## src/rtl/product_accumulator_if.sv

```systemverilog
// Bundles the signals between the multiplier array, the product accumulator
// and the writeback stage.
//   master : upstream/downstream side. It drives the products, cfg_len,
//            clear and out_ready, and observes ready, results and status.
//   slave  : the accumulator itself.
// Signals:
//   clear      sync abort of the partial sum and the result FIFO
//   cfg_len    products per result (0 is treated as 1)
//   prod_*     product valid/ready handshake (signed products)
//   out_*      result valid/ready handshake (show-ahead FIFO head)
//   fifo_count result FIFO occupancy
//   ovf        sticky signed-overflow flag
interface product_accumulator_if #(
    parameter int PROD_W     = 64,
    parameter int ACC_W      = 72,
    parameter int LEN_W      = 8,
    parameter int FIFO_DEPTH = 4
) ();
    localparam int CNT_W = $clog2(FIFO_DEPTH) + 1;

    logic             clear;
    logic [LEN_W-1:0]  cfg_len;
    logic              prod_valid;
    logic [PROD_W-1:0] prod_data;
    logic              prod_ready;
    logic              out_valid;
    logic [ACC_W-1:0]  out_data;
    logic              out_ready;
    logic [CNT_W-1:0]  fifo_count;
    logic              ovf;

    modport master (
        output clear, cfg_len, prod_valid, prod_data, out_ready,
        input  prod_ready, out_valid, out_data, fifo_count, ovf
    );

    modport slave (
        input  clear, cfg_len, prod_valid, prod_data, out_ready,
        output prod_ready, out_valid, out_data, fifo_count, ovf
    );
endinterface

```

## src/rtl/product_accumulator.sv

```systemverilog
// Sums runs of signed products from the bit-serial multiplier into
// dot-product results and buffers them in a show-ahead FIFO.
// Ports:
//   clk_gate  clock (gated upstream)
//   rst_n     asynchronous active-low reset
//   bus       product_accumulator_if.slave: product handshake, result
//             handshake, cfg_len, clear, fifo_count, ovf
// The clear input acts as a synchronous abort. It has priority over accepts
// and pops.
module product_accumulator #(
    parameter int PROD_W     = 64,
    parameter int ACC_W      = 72,
    parameter int LEN_W      = 8,
    parameter int FIFO_DEPTH = 4
) (
    input  logic                   clk_gate,
    input  logic                   rst_n,
    product_accumulator_if.slave   bus
);
    localparam int PTR_W = $clog2(FIFO_DEPTH);
    localparam int CNT_W = PTR_W + 1;

    typedef enum logic [0:0] {
        ST_IDLE  = 1'b0,
        ST_ACCUM = 1'b1
    } state_t;

    state_t            state_r, state_nxt_s;
    logic [ACC_W-1:0]  acc_r, acc_nxt_s;
    logic [LEN_W-1:0]  cnt_r, cnt_nxt_s;
    logic [LEN_W-1:0]  len_q_r, len_nxt_s;
    logic              ovf_r;
    logic              ovf_set_s;

    logic              push_s;
    logic [ACC_W-1:0]  push_data_s;
    logic              pop_s;
    logic              acc_fire_s;
    logic              prod_ready_s;

    logic [ACC_W-1:0]  sext_s;
    logic [ACC_W-1:0]  sum_s;
    logic [LEN_W-1:0]  eff_len_s;
    logic [LEN_W-1:0]  cnt_inc_s;

    logic [ACC_W-1:0]  mem_r [FIFO_DEPTH];
    logic [PTR_W-1:0]  wr_ptr_r, rd_ptr_r;
    logic [CNT_W-1:0]  count_r;

    // Ready is based only on the current occupancy. It does not look ahead at a pop in the same cycle.
    assign prod_ready_s   = (count_r < CNT_W'(FIFO_DEPTH));
    assign acc_fire_s     = bus.prod_valid & prod_ready_s;
    assign pop_s          = (count_r != {CNT_W{1'b0}}) & bus.out_ready;

    assign sext_s         = ACC_W'($signed(bus.prod_data));
    assign sum_s          = acc_r + sext_s;
    assign eff_len_s      = (bus.cfg_len == {LEN_W{1'b0}}) ? LEN_W'(1'b1) : bus.cfg_len;
    assign cnt_inc_s      = cnt_r + LEN_W'(1'b1);

    assign bus.prod_ready = prod_ready_s;
    assign bus.out_valid  = (count_r != {CNT_W{1'b0}});
    assign bus.out_data   = mem_r[rd_ptr_r];
    assign bus.fifo_count = count_r;
    assign bus.ovf        = ovf_r;

    // Run sequencing: start a run, accumulate, and push the finished sum into the FIFO.
    always_comb begin
        state_nxt_s = state_r;
        acc_nxt_s   = acc_r;
        cnt_nxt_s   = cnt_r;
        len_nxt_s   = len_q_r;
        push_s      = 1'b0;
        push_data_s = sum_s;
        ovf_set_s   = 1'b0;
        case (state_r)
            ST_IDLE: begin
                if (acc_fire_s) begin
                    // cfg_len is sampled only here, on the first product of a run.
                    len_nxt_s = eff_len_s;
                    if (eff_len_s == LEN_W'(1'b1)) begin
                        push_s      = 1'b1;
                        push_data_s = sext_s;
                    end else begin
                        acc_nxt_s   = sext_s;
                        cnt_nxt_s   = LEN_W'(1'b1);
                        state_nxt_s = ST_ACCUM;
                    end
                end else begin
                    state_nxt_s = ST_IDLE;
                end
            end
            ST_ACCUM: begin
                if (acc_fire_s) begin
                    // Operands have the same sign but the wrapped sum has the opposite sign.
                    ovf_set_s = (acc_r[ACC_W-1] == sext_s[ACC_W-1]) &&
                                (sum_s[ACC_W-1] != acc_r[ACC_W-1]);
                    if (cnt_inc_s == len_q_r) begin
                        push_s      = 1'b1;
                        push_data_s = sum_s;
                        acc_nxt_s   = {ACC_W{1'b0}};
                        cnt_nxt_s   = {LEN_W{1'b0}};
                        state_nxt_s = ST_IDLE;
                    end else begin
                        acc_nxt_s = sum_s;
                        cnt_nxt_s = cnt_inc_s;
                    end
                end else begin
                    state_nxt_s = ST_ACCUM;
                end
            end
            default: begin
                state_nxt_s = ST_IDLE;
            end
        endcase
    end

    // Registers for the FSM state, the partial sum and the run length.
    always_ff @(posedge clk_gate or negedge rst_n) begin
        if (!rst_n) begin
            state_r <= ST_IDLE;
            acc_r   <= {ACC_W{1'b0}};
            cnt_r   <= {LEN_W{1'b0}};
            len_q_r <= LEN_W'(1'b1);
        end else if (bus.clear) begin
            state_r <= ST_IDLE;
            acc_r   <= {ACC_W{1'b0}};
            cnt_r   <= {LEN_W{1'b0}};
        end else begin
            state_r <= state_nxt_s;
            acc_r   <= acc_nxt_s;
            cnt_r   <= cnt_nxt_s;
            len_q_r <= len_nxt_s;
        end
    end

    // Sticky overflow flag. It is cleared only by reset or clear.
    always_ff @(posedge clk_gate or negedge rst_n) begin
        if (!rst_n) begin
            ovf_r <= 1'b0;
        end else if (bus.clear) begin
            ovf_r <= 1'b0;
        end else if (ovf_set_s) begin
            ovf_r <= 1'b1;
        end
    end

    // Show-ahead result FIFO. Power-of-two depth lets the pointers wrap naturally.
    always_ff @(posedge clk_gate or negedge rst_n) begin
        if (!rst_n) begin
            wr_ptr_r <= {PTR_W{1'b0}};
            rd_ptr_r <= {PTR_W{1'b0}};
            count_r  <= {CNT_W{1'b0}};
            for (int i = 0; i < FIFO_DEPTH; i++) begin
                mem_r[i] <= {ACC_W{1'b0}};
            end
        end else if (bus.clear) begin
            wr_ptr_r <= {PTR_W{1'b0}};
            rd_ptr_r <= {PTR_W{1'b0}};
            count_r  <= {CNT_W{1'b0}};
        end else begin
            if (push_s) begin
                mem_r[wr_ptr_r] <= push_data_s;
                wr_ptr_r        <= wr_ptr_r + PTR_W'(1'b1);
            end
            if (pop_s) begin
                rd_ptr_r <= rd_ptr_r + PTR_W'(1'b1);
            end
            case ({push_s, pop_s})
                2'b10:   count_r <= count_r + CNT_W'(1'b1);
                2'b01:   count_r <= count_r - CNT_W'(1'b1);
                default: count_r <= count_r;
            endcase
        end
    end
endmodule

```

## src/flat_wrapper.sv

```systemverilog
// flat-port wrapper written by rule: the top's interface ports become plain ports
module product_accumulator_flat 
#(
    parameter int PROD_W     = 64,
    parameter int ACC_W      = 72,
    parameter int LEN_W      = 8,
    parameter int FIFO_DEPTH = 4
)
  (clk_gate, rst_n, bus_clear, bus_cfg_len, bus_prod_valid, bus_prod_data, bus_out_ready, bus_prod_ready, bus_out_valid, bus_out_data, bus_fifo_count, bus_ovf);
  product_accumulator_if #(.PROD_W(PROD_W), .ACC_W(ACC_W), .LEN_W(LEN_W), .FIFO_DEPTH(FIFO_DEPTH)) bus_i ();
  input  logic clk_gate;
  input  logic rst_n;
  input wire logic [$bits(bus_i.clear)-1:0] bus_clear;
  input wire logic [$bits(bus_i.cfg_len)-1:0] bus_cfg_len;
  input wire logic [$bits(bus_i.prod_valid)-1:0] bus_prod_valid;
  input wire logic [$bits(bus_i.prod_data)-1:0] bus_prod_data;
  input wire logic [$bits(bus_i.out_ready)-1:0] bus_out_ready;
  output wire logic [$bits(bus_i.prod_ready)-1:0] bus_prod_ready;
  output wire logic [$bits(bus_i.out_valid)-1:0] bus_out_valid;
  output wire logic [$bits(bus_i.out_data)-1:0] bus_out_data;
  output wire logic [$bits(bus_i.fifo_count)-1:0] bus_fifo_count;
  output wire logic [$bits(bus_i.ovf)-1:0] bus_ovf;
  assign bus_i.clear = bus_clear;
  assign bus_i.cfg_len = bus_cfg_len;
  assign bus_i.prod_valid = bus_prod_valid;
  assign bus_i.prod_data = bus_prod_data;
  assign bus_i.out_ready = bus_out_ready;
  assign bus_prod_ready = bus_i.prod_ready;
  assign bus_out_valid = bus_i.out_valid;
  assign bus_out_data = bus_i.out_data;
  assign bus_fifo_count = bus_i.fifo_count;
  assign bus_ovf = bus_i.ovf;
  product_accumulator #(.PROD_W(PROD_W), .ACC_W(ACC_W), .LEN_W(LEN_W), .FIFO_DEPTH(FIFO_DEPTH)) u_core (.clk_gate(clk_gate), .rst_n(rst_n), .bus(bus_i));
endmodule
```

## config.mk

```make
export PLATFORM = sky130hd
export DESIGN_NAME = product_accumulator_flat
export DESIGN_NICKNAME = d
export VERILOG_FILES = /design/src/rtl/product_accumulator_if.sv /design/src/rtl/product_accumulator.sv /design/src/flat_wrapper.sv
export SDC_FILE = /design/constraint.sdc
export NUM_CORES = 1
export LEC_CHECK = 0
export CORE_MARGIN = 5
export CORE_UTILIZATION = 40
export DETAILED_ROUTE_END_ITERATION = 8
export GPL_TIMING_DRIVEN = 0
export HOLD_SLACK_MARGIN = 0.12
export PLACE_DENSITY = 0.66
export RECOVER_POWER = 25
export SYNTH_ARGS = -nofsm -noshare
export SYNTH_HDL_FRONTEND = slang
export SYNTH_SLANG_ARGS = --single-unit
```

## constraint.sdc

```tcl
create_clock -name clk_gate -period 3.3 [get_ports clk_gate]
set_input_delay 0.33 -clock clk_gate [delete_from_list [all_inputs] [get_ports clk_gate]]
set_output_delay 0.33 -clock clk_gate [all_outputs]
set_load 0.005 [all_outputs]
```

==> metrics.md, run 1 <==
| Metric | Value |
|---|---|
| Flops & latches, synth | `around 390` |
| Slew HR | `-7.30%` |
| Dpl cell area | `between 0.02 and 0.025 sq mm` |
| Rows | `85` |
| Failing checks | `capacitance limit, slew limit, setup timing` |
| Clock sinks | `between 300 and 400` |
| Worst Skew | `about 35 ps` |
| Main flop type after synthesis | `dfrtp_1` |
| Max Slew Vio Count | `~110` |
| Via/cell ratio | `slightly above 6` |
| Outcome | `complete, but fails checks` |
| Area contributors post-synth | `dfrtp_1 (44%), mux4_2 (7.5%), o21ai_0 (6.4%)` |
| Number of synthesized flops with an enable pin | `0` |
| Adder-Cell Fraction of Synth Area | `about 4.6%` |
| Setup crit end kind | `flip-flop` |
| Final min period | `3390 ps` |
| Most frequent cells in the layout | `dfrtp_1 (383), nand2_1 (347), o21ai_0 (236)` |
| Drt first pass iters | `6` |
| Post-DP HPWL | `59800 um` |
| Crit path buffers/inverters | `2` |
| Max VDD drop | `between 0.0004 and 0.0005 V` |
| Max Root-Sink Buffers | `3` |
| Proportion of synthesized area in mux cells | `9.65%` |
| Nets | `between 2000 and 3000` |
| Hold Fails Final Rpt | `0` |
| Hold Path Class | `in -> reg` |
| Cells after Synth | `between 2000 and 2500` |
| Vias in the first global route | `19400` |
| DRC | `0` |
| Leak | `between 10 and 15 nW` |
| Simple logic cell fraction of the synthesized area | `roughly 14%` |
| Compound-gate portion of the synthesized area | `around a fifth` |
| CTS tree | `built` |
| Req. time, crit path | `approximately 3800 ps` |
| Final Util | `51.0%` |
| Final Non-Filler Cells | `about 3300` |
| # IOs | `155` |
| Setup violations, final | `24` |
| Post-DR wirelength/cell | `between 20 and 25 um` |
| Mapped Avg Cell Area | `roughly 9.4 sq um` |
| GPL Wtd Cong | `between 0.9 and 1` |
| Most common cell after layout, fill and taps aside | `dfrtp_1` |
| DR iter-0 viols | `2065` |
| CTS root buffer | `clkbuf_16` |
| Htree depth | `2` |
| Routed vias | `between 15000 and 20000` |
| Die width | `roughly 240 um` |
| Die area | `slightly below 0.06 sq mm` |
| Core area | `around 0.054 sq mm` |
| Layout area overhead | `26.9%` |
| Layout cells sized above 1 | `roughly a fifth` |
| Critical path class | `reg -> reg` |
| Power Density | `between 500 and 600 mW/mm^2` |
| Yosys warnings | `0` |
| RSZ-0062 raised after global routing | `yes` |
| Crit share post-route | `103%` |
| Kind of cell adding the most delay to the critical path | `compound AO/OA/AOI/OAI gates` |
| Register area share after synthesis | `roughly 45%` |
| Initial Util | `between 40% and 50%` |
| Critical path, cell by cell | `ha_4 > fa_2 > a21o_1 > a221o_1 > a21oi_4 > buf_12 > o32ai_4 > o211ai_1 > o211ai_1 > buf_4 > xnor2_2 > nor2_2 > a21oi_4 > o21ai_1` |
| CTS buffer count | `44` |
| Clock-pin slew on the worst setup and hold paths | `approximately 60 ps` |
| CP max-delay cell | `dfrtp_1` |
| Largest net degree at the start of global routing | `approximately 130` |
| Post-Route WL | `79800 um` |
| Worst skew pair latency | `roughly 600 ps` |
| Syn_nets | `2448` |
| Async S/R FF share, synth | `100%` |
| Initial antenna violation count | `1` |
| Critical Path Start Type | `flip-flop` |
| Crit path largest cell delay | `410 ps` |
| Overall die height | `242 um` |
| Antenna viol nets, final | `0` |
| Unique masters post-synth | `73` |
| Largest family of logic cells by synthesized area | `compound AO/OA/AOI/OAI gates` |
| Max_cap viols | `1` |
| DP Cell Count | `3147` |
| Worst-margin pin slew | `around 1600 ps` |
| GRT Residual Overflow | `0` |
| Gr usage total | `about a quarter` |
| Post-synth top area cell | `dfrtp_1` |
| Xor/xnor share of the synthesized area | `under 10%` |
| Final Instance Area | `~0.027 sq mm` |
| Critical path data arrival time | `3840 ps` |
| Peak Freq | `0.295 GHz` |
| PnR worst setup slack | `-91.3 ps` |
| Share of Yosys cell area claimed by the top area cell type | `approximately 44%` |
| Worst Path Max Fanout | `6` |
| First-pass GRT wire length | `~120000 um` |
| Port bufs | `~150` |
| Mapped Area | `0.0216 sq mm` |
[final cells by class]
type                       instances  area [sq um]
sequential                       385          9640
inverter                          46           173
multi-input combinational       1714         12400
fill                            4871         26300
clock inverter                    12           135
clock buffer                      65          1240
tap                              696           871
antenna                            1          2.50
buffer                           124           734
timing repair buffer             216          2170
[state kept, by name (all words and copies together), names as in the netlist]
register               count
u_core.mem_r             288
u_core.state_r             1
u_core.acc_r              72
u_core.wr_ptr_r            2
u_core.bus.ovf             1
u_core.cnt_r               8
u_core.len_q_r             8
u_core.bus.fifo_count      3
u_core.rd_ptr_r            2
[through the flow]
stage	setup TNS, ps	total power, mW	hold WS, ps	worst slack (ps)
2_1_floorplan	0	7.87	34.4	146
3_3_place_gp	-5959590	9.71	455	-14640
3_5_place_dp	-353370	9.79	231	-1620
4_1_cts	-2900	15.0	202	-153
5_1_grt	-14430	16.1	217	-197
6_report	-1250	15.4	189	-91.3
[cell usage after synthesis (all sizes together) (28+ instances only)]
cell,n
xnor2,51
o21ai,297
nand4,28
ha,76
dfrtp,384
inv,46
nand2,358
xor2,33
clkbuf,100
buf,48
a31oi,35
nor2,206
a21oi,207
mux4,72
[final timing paths]
path,depth (start not counted),slack (ps),to,from
max,14,-90,u_core.mem_r[130]$_DFFE_PN0P_,u_core.acc_r[0]$_DFFE_PN0P_
min,3,190,u_core.acc_r[39]$_DFFE_PN0P_,bus_prod_data[39]
max reg2reg,14,-90,u_core.mem_r[130]$_DFFE_PN0P_,u_core.acc_r[0]$_DFFE_PN0P_
min reg2reg,2,470,u_core.mem_r[127]$_DFFE_PN0P_,u_core.mem_r[127]$_DFFE_PN0P_
max in group asynchronous,4,420,u_core.bus.fifo_count[1]$_DFFE_PN0P_,rst_n
min in group asynchronous,2,210,u_core.cnt_r[2]$_DFFE_PN0P_,rst_n
[layer usage]
metal | global-route usage, % | part of all wire, %
met2 | 41.6 | 46
met1 | 35.8 | 42
met5 | 0 | 0.016
met3 | 5.54 | 7.3
met4 | 9.15 | 3.9
[kinds of logic after synthesis]
group,after synthesis
xor gates and xnor gates,84
and+or+nand+nor,714
buffers and inverters,194
muxes,116
AOI/OAI and AO/OA,722
DFF,385
adders and majority gates,78
[report_power, final]
group	total (mW)	internal, mW	leakage, nW	switching [mW]
combinational	5.29	2.21	5.91	3.08
sequential	5.33	5.09	5.29	0.246
clock	4.82	2.71	0.665	2.11
total	15.4	10.0	11.9	5.43
[tightest hold or removal path, stage by stage]
cell	delay (ps)
dlymetal6s2s_1	220
nand2_1	100
nand3_1	80
[repair_timing]
action,4_1_cts,5_1_grt
pin swaps,37,57
buffers inserted,28,32
setup endpoints to repair,415,350
hold buffers,1,0
endpoints found under the hold margin,137,0
resized for setup,193,228
Power figures use the tool's default switching activity.
==> inputs of run 2 (changes only) <==
--- a/config.mk
+++ b/config.mk
@@ -12,6 +12,7 @@
 export HOLD_SLACK_MARGIN = 0.12
 export PLACE_DENSITY = 0.66
 export RECOVER_POWER = 25
+export REMOVE_ABC_BUFFERS = 1
 export SYNTH_ARGS = -nofsm -noshare
 export SYNTH_HDL_FRONTEND = slang
 export SYNTH_SLANG_ARGS = --single-unit
==> metrics.md, run 2 (same netlist as run 1, synthesis figures left out) <==
| Metric | Value |
|---|---|
| CTS tree | `built` |
| Failing checks | `capacitance limit, slew limit, setup timing` |
| Layout area overhead | `30.6%` |
| Worst skew pair latency | `580 ps (-20 ps)` |
| Layout cells sized above 1 | `22.1% (+2.9 points)` |
| Max VDD drop | `0.000367 V (-13%)` |
| CTS root buffer | `clkbuf_16` |
| Die width | `242 um (unchanged)` |
| Die area | `0.0587 sq mm (unchanged)` |
| # IOs | `155 (unchanged)` |
| NetSw | `5.02 mW (-7.6%)` |
| RSZ-0062 raised after global routing | `yes` |
| DP Cell Count | `3016 (-4.2%)` |
| Final min period | `3390 ps (+2.37 ps)` |
| Int Pwr | `10.0 mW (+0.15%)` |
| Worst-margin pin slew | `1810 ps (+203 ps)` |
| Part of the power in registers | `35.7% (+1.1 points)` |
| Flip-flop count of the largest register after layout | `288 (unchanged)` |
| Met1 Resource Use GR | `35.6% (-0.19 points)` |
| Slew HR | `-20.9% (-14 points)` |
| Power Density | `533 mW/mm^2 (-5.3%)` |
| Area occupied by registers | `0.00964 sq mm (about the same)` |
| Via/cell ratio | `6.17 (+2.0%)` |
| Area taken by multi-input logic gates | `0.0128 sq mm (+3.2%)` |
| Crit share post-route | `103% (about the same)` |
| Post-Route WL | `83200 um (+4.2%)` |
| Crit path largest cell delay | `410 ps (about the same)` |
| PnR worst setup slack | `-93.7 ps (-2.37 ps)` |
| Met2 Use GR | `42.2% (+0.65 points)` |
| Largest registers | `u_core.mem_r: 288 flops, u_core.acc_r: 72 flops` |
| Clock share of power | `33.0% (+1.8 points)` |
| Setup crit end kind | `flip-flop` |
| GRT Residual Overflow | `0 (unchanged)` |
| Nets | `2621 (-2.4%)` |
| Critical path class | `reg -> reg` |
| Largest net degree at the start of global routing | `130 (+2.4%)` |
| Htree depth | `2 (unchanged)` |
| Initial Util | `40.2% (unchanged)` |
| # fillers | `4661 (-4.3%)` |
| Vias in the first global route | `19400 (+0.26%)` |
| Routed vias | `19700 (+0.086%)` |
| DRC | `0 (unchanged)` |
| Outcome | `complete, but fails checks` |
| Biggest register | `u_core.mem_r` |
| Max Slew Vio Count | `140 (+31%)` |
| Req. time, crit path | `3740 ps (about the same)` |
| Final setup TNS | `-551 ps (+702 ps)` |
| Overall die height | `242 um (unchanged)` |
| Post-DP HPWL | `48800 um (-18%)` |
| Gr usage total | `25.8% (-0.38 points)` |
| Combinational share of power | `31.3% (-3.0 points)` |
| Critical path, cell by cell | `ha_4 > fa_2 > a21o_1 > a221o_1 > a21oi_4 > o32ai_4 > o211ai_1 > buf_4 > o211ai_1 > a21oi_2 > xnor2_2 > mux2i_4 > a21oi_1` |
| Most common cell after layout, fill and taps aside | `dfrtp_1` |
| Clock sinks | `385 (unchanged)` |
| Critical Path Start Type | `flip-flop` |
| Antenna viol nets, final | `0 (unchanged)` |
| Port bufs | `154 (+0.65%)` |
| Setup violations, final | `18 (-25%)` |
| Net Sw Frac | `33.4% (-1.8 points)` |
| Peak Freq | `0.295 GHz (about the same)` |
| Worst Skew | `26.5 ps (-8.19 ps)` |
| CTS buffer count | `43 (-2.3%)` |
| Rows | `85 (unchanged)` |
| DR iter-0 viols | `2067 (+0.097%)` |
| Critical path data arrival time | `3840 ps (about the same)` |
| Post-DR wirelength/cell | `26.0 um (+6.2%)` |
| CP most frequent cell | `o211ai_1` |
| Clock-pin slew on the worst setup and hold paths | `60 ps (about the same)` |
| CP max-delay cell | `dfrtp_1` |
| Max_cap viols | `2 (+1)` |
| First-pass GRT wire length | `119000 um (-1.3%)` |
| Core area | `0.0537 sq mm (unchanged)` |
| Leak | `12.0 nW (+1.3%)` |
| Met3 GRT Util | `4.47% (-1.1 points)` |
| Worst Path Max Fanout | `6 (unchanged)` |
| GPL Wtd Cong | `0.933 (-4.6%)` |
| Max Root-Sink Buffers | `3 (unchanged)` |
| Final Non-Filler Cells | `3197 (-1.9%)` |
| Drt first pass iters | `7 (+1)` |
| Hold Path Class | `in -> async` |
| Most frequent cells in the layout | `dfrtp_1 (381), nand2_1 (269), nor2_1 (194)` |
| Grt peak-use layer | `met2` |
| Initial antenna violation count | `4 (+3)` |
| Hold Fails Final Rpt | `0 (unchanged)` |
## run 2: changes by cell type in the layout (fill, tap and decap cells not counted), sizes merged, moves of 2 or more
| cell | before | now |
|---|---|---|
| and2 | 15 | 19 |
| clkdlybuf4s50 | 150 | 152 |
| bufinv | 1 | 4 |
| dlymetal6s2s | 2 | 0 |
| clkbuf | 153 | 81 |
| diode | 1 | 3 |
| buf | 99 | 88 |
| nand2 | 358 | 373 |
| inv | 50 | 46 |
## run 2: worst paths after layout
kind	slack [ps]	from	cells past startpoint	to
max	-90	u_core.acc_r[0]$_DFFE_PN0P_	13	u_core.mem_r[134]$_DFFE_PN0P_
min	230	rst_n	2	u_core.mem_r[73]$_DFFE_PN0P_
max reg2reg	-90	u_core.acc_r[0]$_DFFE_PN0P_	13	u_core.mem_r[134]$_DFFE_PN0P_
min reg2reg	480	u_core.mem_r[155]$_DFFE_PN0P_	2	u_core.mem_r[155]$_DFFE_PN0P_
max in group asynchronous	830	rst_n	4	u_core.rd_ptr_r[1]$_DFFE_PN0P_
min in group clk_gate	260	bus_cfg_len[0]	3	u_core.len_q_r[0]$_DFFE_PN1P_
## run 2: timing repair
action | 4_1_cts | 5_1_grt
hold endpoints to repair | 140 | 0
buffers inserted | 35 | 18
pin swaps | 32 | 95
setup endpoints to repair | 407 | 330
gates resized for setup | 139 | 381
cloned | 28 | 20
hold buffers | 1 | 0
## run 2: layout make-up
| class | instances | area share, % |
|---|---|---|
| antenna | 3 | 0.0266 |
| clock buffer | 67 | 4.46 |
| clock inverter | 10 | 0.608 |
| inverter | 46 | 0.634 |
| multi-input combinational | 1734 | 45.5 |
| sequential | 385 | 34.2 |
| tap | 696 | 3.09 |
| timing repair buffer | 256 | 11.5 |
## run 2: power by group through the flow
| stage | registers, mW | clock network (mW) | logic (mW) |
|---|---|---|---|
| CTS | 5.36 | 4.99 | 4.33 |
| floorplan | 5.39 | 0 | 2.46 |
| finish | 5.37 | 4.97 | 4.71 |
| global placement | 5.49 | 0 | 3.93 |
| detailed placement | 5.45 | 0 | 4.05 |
| global route | 5.40 | 5.22 | 5.07 |
## run 2: through the flow
| stage | utilization, % | setup WS (ps) | hold WS, ps | total power [mW] | cell area, sq um |
|---|---|---|---|---|---|
| 2_1_floorplan | - | -1280 | 34.4 | 7.85 | 20900 |
| 4_1_cts | 49.8 | -32.0 | 236 | 14.7 | 26700 |
| 6_report | 52.5 | -93.7 | 227 | 15.0 | 28200 |
| 3_3_place_gp | 43.5 | -14560 | 455 | 9.42 | 23400 |
| 3_5_place_dp | 44.3 | -1590 | 237 | 9.51 | 23800 |
| 5_1_grt | 52.5 | -169 | 257 | 15.7 | 28200 |
## run 2: per-layer routing
metal / routed length, um / vias to the layer above
met1: 33200 / 9926
met3: 8110 / 152
met4: 2640 / 2
met5: 16 / -
met2: 39200 / 983
li1: - / 8662
## run 2: critical path: cells and delay by family, from the launching register on
| kind | cells | cell delay [ps] |
|---|---|---|
| xor gates and xnor gates | 1 | 110 |
| AOI/OAI and AO/OA | 8 | 1720 |
| DFF | 1 | 410 |
| adders and majority gates | 2 | 540 |
| buffers and inverters | 1 | 170 |
| muxes | 1 | 320 |
